**config.mk**
```make
export PLATFORM = sky130hd
export DESIGN_NAME = wdest_pipe
export DESIGN_NICKNAME = d
export VERILOG_FILES = /design/src/rtl/mips_pipe_pkg.sv /design/src/rtl/wdest_stage_reg.sv /design/src/rtl/wdest_pipe.sv
export SDC_FILE = /design/constraint.sdc
export NUM_CORES = 1
export LEC_CHECK = 0
export BUFFER_PORTS_ARGS = -buffer_cell sky130_fd_sc_hd__buf_2
export CAP_MARGIN = 15
export CORE_AREA = 4 4 62 64
export CTS_CLUSTER_DIAMETER = 30
export CTS_CLUSTER_SIZE = 40
export DETAILED_ROUTE_END_ITERATION = 8
export DIE_AREA = 0 0 66 68
export PLACE_DENSITY = 0.67
export SLEW_MARGIN = 20
export SYNTH_ARGS = -nofsm -noshare
export SYNTH_HDL_FRONTEND = slang
export SYNTH_HIERARCHICAL = 1
export SYNTH_SLANG_ARGS = --single-unit
export TNS_END_PERCENT = 1
```
**constraint.sdc**
```tcl
create_clock -name clk -period 3.2 [get_ports clk]
set_input_delay 0.64 -clock clk [delete_from_list [all_inputs] [get_ports clk]]
set_output_delay 0.64 -clock clk [all_outputs]
set_load 0.1 [all_outputs]
```
**src/rtl/mips_pipe_pkg.sv**
```systemverilog
// Shared constants and the pipeline-entry type for the MIPS core's
// write-destination tracking.
package mips_pipe_pkg;

  localparam int REG_ZERO     = 0;
  localparam int LINK_REG_DEF = 31;
  localparam int AW_DEF       = 5;

  typedef struct packed {
    logic [AW_DEF-1:0] dest;
    logic              wen;
    logic              load;
  } stage_entry_t;

endpackage

```
**src/rtl/wdest_stage_reg.sv**
```systemverilog
// One pipeline slot of the destination tracker: {dest, wen, load}, cleared
// asynchronously to an empty entry.
module wdest_stage_reg
  import mips_pipe_pkg::*;
#(
  parameter int AW = AW_DEF
) (
  input  logic          clk,
  input  logic          clrn,
  input  logic [AW-1:0] dest_d,
  input  logic          wen_d,
  input  logic          load_d,
  output logic [AW-1:0] dest_q,
  output logic          wen_q,
  output logic          load_q
);

  always_ff @(posedge clk or negedge clrn) begin
    if (!clrn) begin
      dest_q <= '0;
      wen_q  <= 1'b0;
      load_q <= 1'b0;
    end else begin
      dest_q <= dest_d;
      wen_q  <= wen_d;
      load_q <= load_d;
    end
  end

endmodule

```
**src/rtl/wdest_pipe.sv**
```systemverilog
// Write-destination selector and tracker: picks the ID destination, carries it
// through STAGES (2..8) slots, and reports RAW hits and load-use stalls.
// Optional WDEST_PIPE_PERF_EN adds a saturating stall-cycle counter haz_cnt.
module wdest_pipe
  import mips_pipe_pkg::*;
#(
  parameter int AW       = AW_DEF,
  parameter int STAGES   = 3,
  parameter int LINK_REG = LINK_REG_DEF
) (
  input  logic                 clk,
  input  logic                 clrn,
  input  logic [AW-1:0]        rd,
  input  logic [AW-1:0]        rt,
  input  logic [AW-1:0]        rs,
  input  logic                 regrt,
  input  logic                 jal,
  input  logic                 wreg,
  input  logic                 m2reg,
  input  logic                 use_rs,
  input  logic                 use_rt,
  input  logic                 bubble,
  output logic [AW-1:0]        dest_id,
  output logic [STAGES*AW-1:0] dest_pipe,
  output logic [STAGES-1:0]    wen_pipe,
  output logic [STAGES-1:0]    rs_hit,
  output logic [STAGES-1:0]    rt_hit,
  output logic                 stall_req
`ifdef WDEST_PIPE_PERF_EN
  ,
  output logic [15:0]          haz_cnt
`endif
);

  logic              wen_id;
  logic [AW-1:0]     dest_d [STAGES];
  logic [AW-1:0]     dest_q [STAGES];
  logic [STAGES-1:0] wen_d;
  logic [STAGES-1:0] wen_q;
  logic [STAGES-1:0] load_d;
  logic [STAGES-1:0] load_q;
  logic              unused_load;

  // Register 0 is never a live destination, so it can never produce a hit.
  always_comb begin
    dest_id = jal ? AW'(LINK_REG) : (regrt ? rt : rd);
    wen_id  = wreg & (dest_id != AW'(REG_ZERO));
  end

  always_comb begin
    for (int k = 0; k < STAGES; k++) begin
      dest_d[k] = '0;
    end
    wen_d  = '0;
    load_d = '0;
    if (!bubble) begin
      dest_d[0] = dest_id;
      wen_d[0]  = wen_id;
      load_d[0] = m2reg & wen_id;
    end
    for (int k = 1; k < STAGES; k++) begin
      dest_d[k] = dest_q[k-1];
      wen_d[k]  = wen_q[k-1];
      load_d[k] = load_q[k-1];
    end
  end

  for (genvar k = 0; k < STAGES; k++) begin : g_stage
    wdest_stage_reg #(.AW(AW)) u_stage (
      .clk    (clk),
      .clrn   (clrn),
      .dest_d (dest_d[k]),
      .wen_d  (wen_d[k]),
      .load_d (load_d[k]),
      .dest_q (dest_q[k]),
      .wen_q  (wen_q[k]),
      .load_q (load_q[k])
    );
  end

  // The oldest slot's load flag has no consumer once it leaves the pipe.
  assign unused_load = load_q[STAGES-1];
  assign wen_pipe    = wen_q;

  always_comb begin
    dest_pipe = '0;
    rs_hit    = '0;
    rt_hit    = '0;
    for (int k = 0; k < STAGES; k++) begin
      dest_pipe[k*AW +: AW] = dest_q[k];
      rs_hit[k] = wen_q[k] & use_rs & (dest_q[k] == rs);
      rt_hit[k] = wen_q[k] & use_rt & (dest_q[k] == rt);
    end
    stall_req = load_q[0] & (rs_hit[0] | rt_hit[0]);
  end

`ifdef WDEST_PIPE_PERF_EN
  logic [15:0] haz_cnt_d;
  logic [15:0] haz_cnt_q;

  always_comb begin
    haz_cnt_d = haz_cnt_q;
    if (stall_req && (haz_cnt_q != 16'hFFFF)) begin
      haz_cnt_d = haz_cnt_q + 16'd1;
    end
  end

  always_ff @(posedge clk or negedge clrn) begin
    if (!clrn) begin
      haz_cnt_q <= '0;
    end else begin
      haz_cnt_q <= haz_cnt_d;
    end
  end

  assign haz_cnt = haz_cnt_q;
`endif

endmodule

```
==> reports/metrics.csv <==
stage;metric;value;unit
outcome;status;finished, final reports clean;
die;Row Count;21;
cells_and_area;area grow syn2layout;30.99;%
timing;Final period util;0.7493;
global_route;initial antenna violation count;0;
detailed_routing;Wirelength per Cell;13.02;µm
timing;fmax;417.0;MHz
critical_path;critical path class;input pin to primary output;
clock_tree;CTS Buffer Depth;2;
timing;Min Clock Period, post-route;2.398;ns
die;die span in y;68;µm
detailed_routing;initial DRC count;28;
clock_tree;Sink Count;19;
pwr;leakage power;0.6110;nW
timing;RSZ-0062 raised after global routing;no;
yosys;Syn Nets;122;
cells_and_area;Ant. Diodes;0;
die;die width;66;µm
detailed_routing;Post-Route WL;2564;µm
critical_path;Worst EP arrival;1.76;ns
pwr;Final Power;0.0006554;W
die;Starting Density;0.3196;
critical_path;crit start category;input pin;
timing;worst slew margin relative to its limit;0.6733;
global_route;total track usage;0.1240;
detailed_routing;DR vias/cell;4.518;
detailed_routing;vias;890;
clock_tree;H-tree Lvls;1;
run;max_cap viols;0;
cells_and_area;cell area after layout;0.001375;mm²
clock_tree;CTS-repair resized insts;0;
critical_path;critical register-to-register path startpoint;g_stage[1].u_stage/dest_q[3];
detailed_routing;drt first pass iters;3;
yosys;Avg Inst Size Synth;10.71;µm²
clock_tree;cts-stage hold buffer count;0;
die;number of top-level pins;54;
yosys;YS warnings;6;
clock_tree;Post-CTS Setup Repair Bufs;0;
timing;clk_skew;0.003404;ns
clock_tree;Clock Pin Slew Worst Setup and Hold Paths;0.09;ns
cells_and_area;post-route insts no fill;197;
cells_and_area;post-layout net count;176;
clock_tree;Worst-Skew Late Latency;0.28;ns
detailed_routing;Detail Route Antenna Nets;0;
detailed_routing;DRC;0;
place;RePlAce Congestion;0.8228;
critical_path;launch point of the worst path;rs[4];
die;die area;0.004488;mm²
clock_tree;root buf cell;clkbuf_4;
global_route;wire length of the first global-routing pass;4347;µm
global_route;total grt overflow;0;
yosys;Post-Syn Area;0.001050;mm²
critical_path;endpoint class of the critical path;primary output;
yosys;synthesized instance count;98;
global_route;number of global-route vias before repair;937;
pwr;pwr/cell area;476.6;mW/mm²
place;placed inst area;0.001349;mm²
cells_and_area;number of fill cells;338;
place;detailed placer's ending HPWL;2267;µm
timing;worst-margin pin slew;0.4935;ns
clock_tree;CTS tree;done;
timing;Final Slew Violations;0;
timing;final hold violations;0;
cells_and_area;fraction of layout cells with a size suffix above 1;0.4040;
pwr;VDD IR-drop max;0.0001897;V
clock_tree;TritonCTS buffer count;3;
global_route;largest net degree at the start of global routing;20;
critical_path;Crit Path Max Fanout;3;
die;core area;0.003284;mm²
critical_path;CP required;2.56;ns
hold_path;Worst Hold Class;input pin to asynchronous set/reset pin;
place;placed cells;193;
timing;Setup violations, final;0;
place;IO Port Bufs;53;
-- worst max-delay path: stages --
cell	delay (ns)
buf_2	0.13
xnor2_1	0.15
nand4_1	0.16
o32ai_2	0.22
buf_2	0.46
-- placed cells by master, fill, tap and decap left out, drive strengths merged, types with 2 or more instances in the layout --
cell / count
nor2b: 6
nand3: 6
buf: 53
inv: 4
nor2: 9
clkbuf: 4
nand2b: 2
a41oi: 2
nand4: 7
dfrtp: 19
xnor2: 30
a211oi: 3
-- metrics by stage --
step	TNS, ns	setup slack (ns)	hold slack, ns	util
final	0	0.8021	0.2725	0.4187
after global routing	0	0.6294	0.2923	0.4187
after CTS	0	0.7595	0.2734	0.4187
after detailed placement	0	0.7692	0.4279	0.4107
after global placement	0	0.7792	0.4201	0.4107
after floorplan	-0.05645	-0.03342	0.3444	-
-- layer usage --
metal | GRT usage | vias up | part of all wire
li1 | - | 435 | -
met1 | 0.1701 | 403 | 0.44
met2 | 0.1990 | 48 | 0.43
met3 | 0.02791 | 4 | 0.12
met4 | 0.03046 | 0 | 0.0090
met5 | 0 | - | 0
-- flip-flops by register name, summed over array words and instances, names as in the netlist --
signal	cells
g_stage.u_stage/wen_q	3
g_stage.u_stage/dest_q	15
g_stage.u_stage/load_q	1
-- report_power, final --
group | total (W) | switching [W] | internal, W | leakage (nW)
Clock | 0.000111 | 0.0000628 | 0.0000484 | 0.0150
Combinational | 0.000268 | 0.000205 | 0.0000636 | 0.359
Sequential | 0.000276 | 0.0000201 | 0.000256 | 0.237
-- final cells by class --
type / instances / area, µm² / share of cell area
clock buffer: 4 / 26.28 / 0.01911
inverter: 4 / 15.01 / 0.01092
multi-input combinational: 71 / 535.5 / 0.3894
sequential: 19 / 475.5 / 0.3458
tap: 46 / 57.56 / 0.04186
timing repair buffer: 53 / 265.3 / 0.1929
-- final timing paths --
path / endpoint / slack [ns] / cells after the start
min reg2reg: g_stage[2].u_stage/wen_q / 0.44 / 0
min: g_stage[0].u_stage/dest_q[1] / 0.27 / 1
min in group clk: g_stage[2].u_stage/wen_q / 0.44 / 0
max reg2reg: g_stage[2].u_stage/dest_q[3] / 2.62 / 0
max in group asynchronous: g_stage[0].u_stage/dest_q[3] / 2.64 / 1
max: stall_req / 0.80 / 5
(Power assumes the default switching activity.)
